[src/rtl/vx_fpu_csr_file_pkg.sv]
// Shared definitions for the FPU CSR responder: CSR addresses, op encodings,
// exception-flag layout, rounding-mode constants and the request FSM states.
package vx_fpu_csr_file_pkg;

    localparam logic [11:0] CSR_FFLAGS = 12'h001;
    localparam logic [11:0] CSR_FRM    = 12'h002;
    localparam logic [11:0] CSR_FCSR   = 12'h003;

    typedef enum logic [1:0] {
        CSR_OP_RW   = 2'd0,
        CSR_OP_RS   = 2'd1,
        CSR_OP_RC   = 2'd2,
        CSR_OP_RSVD = 2'd3
    } csr_op_e;

    typedef struct packed {
        logic nv;
        logic dz;
        logic of;
        logic uf;
        logic nx;
    } fflags_t;

    localparam logic [2:0] FRM_RNE = 3'd0;
    localparam logic [2:0] FRM_RTZ = 3'd1;
    localparam logic [2:0] FRM_RDN = 3'd2;
    localparam logic [2:0] FRM_RUP = 3'd3;
    localparam logic [2:0] FRM_RMM = 3'd4;
    localparam logic [2:0] FRM_DYN = 3'd7;

    typedef enum logic [1:0] {
        ST_IDLE  = 2'd0,
        ST_DRAIN = 2'd1,
        ST_EXEC  = 2'd2,
        ST_RSP   = 2'd3
    } csr_state_e;

    // Accesses that observe fflags must wait for in-flight ops to retire.
    function automatic logic addr_needs_drain(input logic [11:0] addr);
        return (addr == CSR_FFLAGS) || (addr == CSR_FCSR);
    endfunction

endpackage

[src/rtl/vx_fpu_pending_ctr.sv]
// Per-warp count of FPU ops in flight; saturates at 0 and PENDING_SIZE and
// flags over/underflow with assertions.
module vx_fpu_pending_ctr #(
    parameter int NUM_WARPS    = 4,
    parameter int PENDING_SIZE = 8,
    parameter int NW_WIDTH     = 2
) (
    input  logic                 clk,
    input  logic                 reset,
    input  logic                 i_inc_valid,
    input  logic [NW_WIDTH-1:0]  i_inc_wid,
    input  logic                 i_dec_valid,
    input  logic [NW_WIDTH-1:0]  i_dec_wid,
    output logic [NUM_WARPS-1:0] o_zero
);

    localparam int PW = $clog2(PENDING_SIZE + 1);
    localparam logic [PW-1:0] CNT_MAX = PW'(PENDING_SIZE);

    for (genvar g = 0; g < NUM_WARPS; g++) begin : g_warp
        logic [PW-1:0] r_cnt;
        logic          w_inc;
        logic          w_dec;

        assign w_inc     = i_inc_valid && (i_inc_wid == NW_WIDTH'(g));
        assign w_dec     = i_dec_valid && (i_dec_wid == NW_WIDTH'(g));
        assign o_zero[g] = (r_cnt == '0);

        // Issue and retire on the same warp in one cycle cancel out.
        always_ff @(posedge clk) begin
            if (reset) begin
                r_cnt <= '0;
            end else if (w_inc && !w_dec) begin
                assert (r_cnt != CNT_MAX);
                if (r_cnt != CNT_MAX) r_cnt <= r_cnt + PW'(1);
            end else if (w_dec && !w_inc) begin
                assert (r_cnt != '0);
                if (r_cnt != '0) r_cnt <= r_cnt - PW'(1);
            end
        end
    end

endmodule

[src/rtl/vx_fpu_csr_file.sv]
// Per-warp fflags/frm storage with zero-latency frm lookup, FPU flag
// accumulation and a stalling CSR instruction engine.
//
// state | meaning
// IDLE  | ready for a CSR request
// DRAIN | wait until the warp has no FPU ops in flight (fflags/fcsr only)
// EXEC  | read old value, merge same-cycle write-back, commit new value
// RSP   | hold response until accepted
module vx_fpu_csr_file
    import vx_fpu_csr_file_pkg::*;
#(
    parameter int NUM_WARPS    = 4,
    parameter int PENDING_SIZE = 8,
    localparam int NW_WIDTH    = (NUM_WARPS > 1) ? $clog2(NUM_WARPS) : 1
) (
    input  logic                clk,
    input  logic                reset,
    input  logic [NW_WIDTH-1:0] i_fpu_read_wid,
    output logic [2:0]          o_fpu_read_frm,
    input  logic                i_fpu_write_enable,
    input  logic [NW_WIDTH-1:0] i_fpu_write_wid,
    input  logic [4:0]          i_fpu_write_fflags,
    input  logic                i_fpu_issue_valid,
    input  logic [NW_WIDTH-1:0] i_fpu_issue_wid,
    input  logic                i_fpu_done_valid,
    input  logic [NW_WIDTH-1:0] i_fpu_done_wid,
    input  logic                i_csr_req_valid,
    output logic                o_csr_req_ready,
    input  logic [NW_WIDTH-1:0] i_csr_req_wid,
    input  logic [11:0]         i_csr_req_addr,
    input  logic [1:0]          i_csr_req_op,
    input  logic                i_csr_req_write,
    input  logic [31:0]         i_csr_req_wdata,
    output logic                o_csr_rsp_valid,
    output logic [31:0]         o_csr_rsp_rdata,
    input  logic                i_csr_rsp_ready
);

    csr_state_e          r_state, w_state_nxt;
    fflags_t             r_fflags [NUM_WARPS];
    logic [2:0]          r_frm    [NUM_WARPS];
    logic [NW_WIDTH-1:0] r_wid;
    logic [11:0]         r_addr;
    csr_op_e             r_op;
    logic                r_write;
    logic [7:0]          r_wdata;
    logic [31:0]         r_rsp_rdata;

    logic [NUM_WARPS-1:0] w_zero;
    logic                 w_fire;
    logic                 w_drained;
    logic                 w_wb_hit;
    fflags_t              w_ff_old;
    logic [7:0]           w_old;
    logic [7:0]           w_new;
    logic                 w_commit;
    logic                 w_unused;

    vx_fpu_pending_ctr #(
        .NUM_WARPS    (NUM_WARPS),
        .PENDING_SIZE (PENDING_SIZE),
        .NW_WIDTH     (NW_WIDTH)
    ) u_pending (
        .clk         (clk),
        .reset       (reset),
        .i_inc_valid (i_fpu_issue_valid),
        .i_inc_wid   (i_fpu_issue_wid),
        .i_dec_valid (i_fpu_done_valid),
        .i_dec_wid   (i_fpu_done_wid),
        .o_zero      (w_zero)
    );

    assign o_fpu_read_frm  = r_frm[i_fpu_read_wid];
    assign o_csr_req_ready = (r_state == ST_IDLE);
    assign o_csr_rsp_valid = (r_state == ST_RSP);
    assign o_csr_rsp_rdata = r_rsp_rdata;
    assign w_fire          = i_csr_req_valid && o_csr_req_ready;
    assign w_unused        = ^i_csr_req_wdata[31:8];

    // A retirement in this very cycle still has flags to land next edge.
    assign w_drained = !addr_needs_drain(r_addr) ||
                       (w_zero[r_wid] && !(i_fpu_done_valid && (i_fpu_done_wid == r_wid)));

    assign w_wb_hit = i_fpu_write_enable && (i_fpu_write_wid == r_wid);
    assign w_ff_old = r_fflags[r_wid] | (w_wb_hit ? i_fpu_write_fflags : 5'd0);

    always_comb begin
        w_old = 8'd0;
        case (r_addr)
            CSR_FFLAGS: w_old = {3'd0, w_ff_old};
            CSR_FRM:    w_old = {5'd0, r_frm[r_wid]};
            CSR_FCSR:   w_old = {r_frm[r_wid], w_ff_old};
            default:    w_old = 8'd0;
        endcase
    end

    always_comb begin
        w_new = w_old;
        case (r_op)
            CSR_OP_RW: w_new = r_wdata;
            CSR_OP_RS: w_new = w_old | r_wdata;
            CSR_OP_RC: w_new = w_old & ~r_wdata;
            default:   w_new = w_old;
        endcase
    end

    assign w_commit = (r_state == ST_EXEC) && r_write && (r_op != CSR_OP_RSVD);

    always_ff @(posedge clk) begin
        if (reset) r_state <= ST_IDLE;
        else       r_state <= w_state_nxt;
    end

    always_comb begin
        w_state_nxt = r_state;
        case (r_state)
            ST_IDLE:  if (w_fire) w_state_nxt = ST_DRAIN;
            ST_DRAIN: if (w_drained) w_state_nxt = ST_EXEC;
            ST_EXEC:  w_state_nxt = ST_RSP;
            ST_RSP:   if (i_csr_rsp_ready) w_state_nxt = ST_IDLE;
            default:  w_state_nxt = ST_IDLE;
        endcase
    end

    always_ff @(posedge clk) begin
        if (reset) begin
            for (int w = 0; w < NUM_WARPS; w++) begin
                r_fflags[w] <= '0;
                r_frm[w]    <= FRM_RNE;
            end
            r_wid       <= '0;
            r_addr      <= '0;
            r_op        <= CSR_OP_RW;
            r_write     <= 1'b0;
            r_wdata     <= '0;
            r_rsp_rdata <= '0;
        end else begin
            for (int w = 0; w < NUM_WARPS; w++) begin
                if (w_commit && (r_wid == NW_WIDTH'(w)) && addr_needs_drain(r_addr))
                    r_fflags[w] <= w_new[4:0];
                else if (i_fpu_write_enable && (i_fpu_write_wid == NW_WIDTH'(w)))
                    r_fflags[w] <= r_fflags[w] | i_fpu_write_fflags;

                if (w_commit && (r_wid == NW_WIDTH'(w))) begin
                    if (r_addr == CSR_FRM)       r_frm[w] <= w_new[2:0];
                    else if (r_addr == CSR_FCSR) r_frm[w] <= w_new[7:5];
                end
            end
            if (w_fire) begin
                r_wid   <= i_csr_req_wid;
                r_addr  <= i_csr_req_addr;
                r_op    <= csr_op_e'(i_csr_req_op);
                r_write <= i_csr_req_write;
                r_wdata <= i_csr_req_wdata[7:0];
            end
            if (r_state == ST_EXEC) r_rsp_rdata <= {24'd0, w_old};
        end
    end

endmodule

[config.mk]
export PLATFORM = sky130hd
export DESIGN_NAME = vx_fpu_csr_file
export DESIGN_NICKNAME = d
export VERILOG_FILES = /design/src/rtl/vx_fpu_csr_file_pkg.sv /design/src/rtl/vx_fpu_pending_ctr.sv /design/src/rtl/vx_fpu_csr_file.sv
export SDC_FILE = /design/constraint.sdc
export NUM_CORES = 1
export LEC_CHECK = 0
export BUFFER_PORTS_ARGS = -buffer_cell sky130_fd_sc_hd__buf_2
export CAP_MARGIN = 20
export CELL_PAD_IN_SITES_DETAIL_PLACEMENT = 1
export CELL_PAD_IN_SITES_GLOBAL_PLACEMENT = 2
export CORE_UTILIZATION = 36
export CTS_CLUSTER_SIZE = 40
export DETAILED_ROUTE_END_ITERATION = 12
export PLACE_DENSITY = 0.89
export SLEW_MARGIN = 30
export SYNTH_ARGS = -nofsm -noshare
export SYNTH_HDL_FRONTEND = slang
export SYNTH_SLANG_ARGS = --single-unit
[constraint.sdc]
create_clock -name clk -period 4.2 [get_ports clk]
set_clock_uncertainty 0.05 [all_clocks]
set_input_delay 0.42 -clock clk [delete_from_list [all_inputs] [get_ports clk]]
set_output_delay 0.42 -clock clk [all_outputs]
set_load 0.01 [all_outputs]
# After elaboration in Yosys (flattened, before gate mapping)
# Memories as Yosys holds them, arrays and structs flattened. A register that Yosys moved wholly into a read port is not among the register bits.
# Index checks and enable logic that the tools add are counted.
# Widths: inputs -> output; s select.
# totals
elab_cells	255
ramBits	32
in_bits	69
reg_bits	51
out_inout_bits	37
n_memories	2
# classes
add_sub_neg	8
muxes	102
n_eq_ne	34
order_cmp	1
reduce_logical	73
bitwise_logic	24
# mem_list
name	words	word_bits	read_ports	rd_clocked_by_memory_dff	write_ports	line	text
r_fflags	4	5	5	1	4	vx_fpu_csr_file.sv:40	fflags_t r_fflags [NUM_WARPS];
r_frm	4	3	2	1	4	vx_fpu_csr_file.sv:41	logic [2:0] r_frm [NUM_WARPS];
# ops
cell	count
$mux 4	16
$mux 1	58
$pmux 8 s3	2
$mux 5	9
$logic_and 1x1->1	34
$or 5x5->5	5
$eq 12x2->1 const B	2
$mux 3	8
$eq 2x2->1 const B	11
$add 4x1->4 const B	4
$logic_not 4->1	4
$ne 4x4->1 const B	4
$or 1x1->1	16
$reduce_bool 2->1	8
$reduce_bool 4->1	4
$sub 4x1->4 const B	4
$reduce_and 3->1	5
$mux 2	7
$eq 12x1->1 const B	1
$eq 2x1->1 const B	6
$logic_not 2->1	6
$ne 2x2->1 const B	6
$logic_not 1->1	10
$and 8x8->8	1
8 further kinds	11

# Longest topological paths before layout
# depth
word_depth	10
mapped_depth	8

# Cells and area by module
# Synthesis repeated with hierarchy kept, for this count alone.
# unflattened
cells_unflattened	533
area_unflattened_um2	5038.6
# by_module_without_submodules
module	area_each_um2	instances	cells_per_inst	seq_area_each_um2
vx_fpu_csr_file	3769.9	1	393	1701.6
vx_fpu_pending_ctr	1268.7	1	140	320.3

# Least setup slack after synthesis
# No wires, ideal clock.
# synth_timing
kind	input-to-reg
start	input port i_fpu_done_valid
end	register u_pending.g_warp[1].r_cnt[3]
setup_ns	0.070
path_stages	8
slack_ns	1.978
t_arrival_ns	2.102
path_buffers	0
path_cell_list	and3b_1 or3_4 ha_1 a21o_1 a21oi_1 xor2_1 or3_1 a21oi_1
# synth_via
elab_chain_cells	5
word_cells_on_any_way	9
cone_classes	1 x eq/ne; 1 x mux; 7 x reduce/logical
# synth_rtl
element	line	text
start, declared	vx_fpu_csr_file.sv:25	input logic i_fpu_done_valid,
$logic_and 1x1->1 (*)	vx_fpu_pending_ctr.sv:26	assign w_dec = i_dec_valid && (i_dec_wid == NW_WIDTH'(g));
$logic_not 1->1	vx_fpu_pending_ctr.sv:33	end else if (w_inc && !w_dec) begin
$logic_and 1x1->1	vx_fpu_pending_ctr.sv:33	
$ne 2x2->1 (no source line) / $reduce_bool 2->1 (equally long branches)	-	
$reduce_and 3->1 (no source line)	-	
end signal, assigned	vx_fpu_pending_ctr.sv:35	if (r_cnt != CNT_MAX) r_cnt <= r_cnt + PW'(1);
end signal, assigned	vx_fpu_pending_ctr.sv:38	if (r_cnt != '0) r_cnt <= r_cnt - PW'(1);
end, declared	vx_fpu_pending_ctr.sv:21	logic [PW-1:0] r_cnt;
# Mark *: on every way between the ends. The rest lies on a longest branch, timed or not.
# A chain may end at the register's enable or synchronous reset.

==> summary.md <==
| Metric | Value |
|---|---|
| Max-slew violations | `0` |
| Synth Warn # | `0` |
| Initial antenna violation count | `0` |
| Die extent in x | `roughly 120 microns` |
| Largest net degree at the start of global routing | `35` |
| Grt total ovfl | `0` |
| Share of cells above drive strength 1 | `between 10% and 20%` |
| Synth top area share | `20.6%` |
| Wire per inst | `between 15 and 20 microns` |
| Cell area after synthesis | `roughly 5100 sq um` |
| Routed Antenna Nets | `0` |
| Number of synthesized register bits | `85` |
| Setup crit end kind | `flip-flop` |
| Status | `finished clean` |
| Drt first pass iters | `4` |
| Yosys cell types | `60` |
| Minimum clock period | `2.61 ns` |
| Full die area | `14800 sq um` |
| Total GRT Usage | `slightly below 20%` |
| Slew headroom | `41.5%` |
| Clock sink total | `85` |
| Slew @ Worst Pin | `just under 0.9 ns` |
| Post-CTS Hold Buffers | `0` |
| Routed wire length | `between 10000 and 15000 microns` |
| Inserted Diodes | `0` |
| Vias per cell | `~5.4` |
| Peak supply drop | `approximately 0.30 mV` |
| Sum of negative setup slack | `0 ns` |
| Max-capacitance violation count | `0` |
| Startpoint Class | `flip-flop` |
| First-pass GRT wire length | `roughly 22000 microns` |
| Port bufs | `57` |
| Top post-synthesis cells by area | `dfxtp_1 (21%), edfxtp_1 (19%), o21ai_0 (5.4%)` |
| Final setup fails | `0` |
| Fin. Hold Viols | `0` |
| # Post-CTS Setup Buffers | `0` |
| CTS root buffer | `clkbuf_16` |
| FFs w/ async S/R, synth | `0%` |
| Initial Utilization | `a little under two fifths` |
| Vias in the first global route | `between 4000 and 5000` |
| Clk Latency, worst-skew pair | `about 0.35 ns` |
| Data arrival time of the worst path | `around 2.5 ns` |
| I/O Pins | `approximately 110` |
| Critical path required time | `4.12 ns` |
| Dpl hpwl | `between 10000 and 15000 microns` |
| Dominant synthesized flop cell | `dfxtp_1` |
| Fillers | `approximately 1600` |
| Post-synth top area cell | `dfxtp_1` |
| Initial DRC count | `276` |
| Area grow syn2layout | `12.1%` |
| CTS tree | `yes` |
| Row Count | `43` |
| Reg clk slew, reported paths | `roughly 0.06 ns` |
| Post-synth EDFFs | `32` |
| Core area | `about 14000 sq um` |
| Sequential fraction of the synthesis area | `39.3%` |
| Highest Clock Rate | `approximately 0.38 GHz` |
| Core Util, Final | `~41%` |
| Hold crit path type | `in2reg` |
| Final RePlAce weighted congestion | `around 0.84` |
| Synth Area per Inst | `just over 9 sq um` |
| Clock buffer depth | `2` |
| CTS HTree Levels | `3` |
| Static Leak | `approximately 0.0023 uW` |
| CTS Buf Count | `9` |
| Period utilisation layout | `~62%` |
| Kind of critical path | `reg2reg` |
| Number of nets in the layout | `slightly below 700` |
| DRC Markers | `0` |
| Die Y | `approximately 120 microns` |
| Critical path fanouts, max | `18` |
| Post-synthesis instance total | `~560` |
| Pwr per Cell Area | `between 400 and 500 nW/um^2` |
| RSZ-0062 raised after global routing | `no` |
| Post-CTS resize count | `0` |
| Vias | `approximately 4200` |
## kinds of logic after synthesis
kind of cell / synth area share, %
AND/OR/NAND/NOR: 19.7
AO/OA/AOI/OAI: 17.0
flip-flops: 39.3
buffers and inverters: 6.32
multiplexers: 9.17
XOR/XNOR: 3.92
adder cells (fa/ha/maj): 4.47
other: 0.0729
## state kept, by name (all words and copies together) (netlist names), named ones only
name                    flops
r_addr                     12
r_op                        2
r_wdata                     8
r_write                     1
o_csr_rsp_rdata             8
r_state                     2
r_wid                       2
r_frm                      12
r_fflags                   20
u_pending.g_warp.r_cnt     16
## metrics by stage
step / instance area (sq um) / hold WS [ns] / setup WS, ns / std cells / power [uW]
floorplan: 5230 / 0.386 / 1.98 / 581 / 1630
finish: 5770 / 0.259 / 1.59 / 784 / 2620
detailed placement: 5460 / 0.405 / 1.47 / 768 / 1830
CTS: 5760 / 0.249 / 1.44 / 784 / 2650
global route: 5770 / 0.261 / 1.28 / 784 / 2780
global placement: 5460 / 0.396 / 1.65 / 768 / 1780
## cell type report
class | count | area [sq um] | share of cell area, %
clock buffer | 13 | 292 | 5.05
clock inverter | 3 | 15.0 | 0.260
inverter | 9 | 33.8 | 0.586
multi-input combinational | 436 | 2890 | 50.1
sequential | 85 | 2020 | 35.0
tap | 180 | 225 | 3.90
timing repair buffer | 58 | 293 | 5.07
## path summary, 6_finish.rpt
path / slack (ns) / start / endpoint / depth (start not counted)
worst max-delay path: 1.59 / r_state[0] / r_fflags[3][4] / 5
worst min-delay path: 0.26 / i_csr_req_addr[5] / r_addr[5] / 3
worst max register to register: 1.59 / r_state[0] / r_fflags[3][4] / 5
worst min register to register: 0.41 / o_csr_rsp_rdata[6] / o_csr_rsp_rdata[6] / 2
## cell usage after synthesis, types with 8 or more instances
cell      instances
edfxtp_1         32
nand3_1          16
o21ai_0          55
nor2b_1          11
mux2i_1          19
nand2_1          65
ha_1             12
clkbuf_1         20
dfxtp_1          53
mux4_2           11
nor3_1            8
a21oi_1          45
inv_1             9
or3_1             8
buf_4            25
nor2_1           29
xor2_1           17
nand2b_1         18
a21o_1           11
## layer usage
layer  track usage, %  up-vias  wire length [microns]
met5                0        -                      0
li1                 -     2054                      -
met3             3.37        8                    508
met2             31.8       82                   6600
met4             6.17        0                    130
met1             25.9     2079                   6390
## layout by cell type, fill, tap and decap left out, drive strengths merged, types with 3 or more instances in the layout
cell type and n:
o211ai 3, mux2 3, fa 4, a21oi 45, mux4 11, a21o 11, and3 7, xnor2 6
nand2b 18, conb 24, nor4 4, nor2b 11, nand3b 3, nand4 5, a41oi 5, ha 12
dfxtp 53, nand3 16, mux2i 19, nor3b 4, nor2 29, inv 9, o21ai 59, a31oi 6
buf 58, nor3 10, clkbuf 13, and2 4, o22ai 3, or3 9, nand2 65, clkinv 3
xor2 17, edfxtp 32
## where the power goes
group / internal [uW] / switching [uW]
sequential: 948 / 127
clock: 482 / 324
combinational: 300 / 436
## worst max-delay path: stages, from the launching register on
cell	delay [ns]
dfxtp_1	0.34
inv_1	0.09
ha_1	0.56
and3_1	0.37
nand2_1	0.13
o21ai_0	0.68
Power figures use the tool's default switching activity.
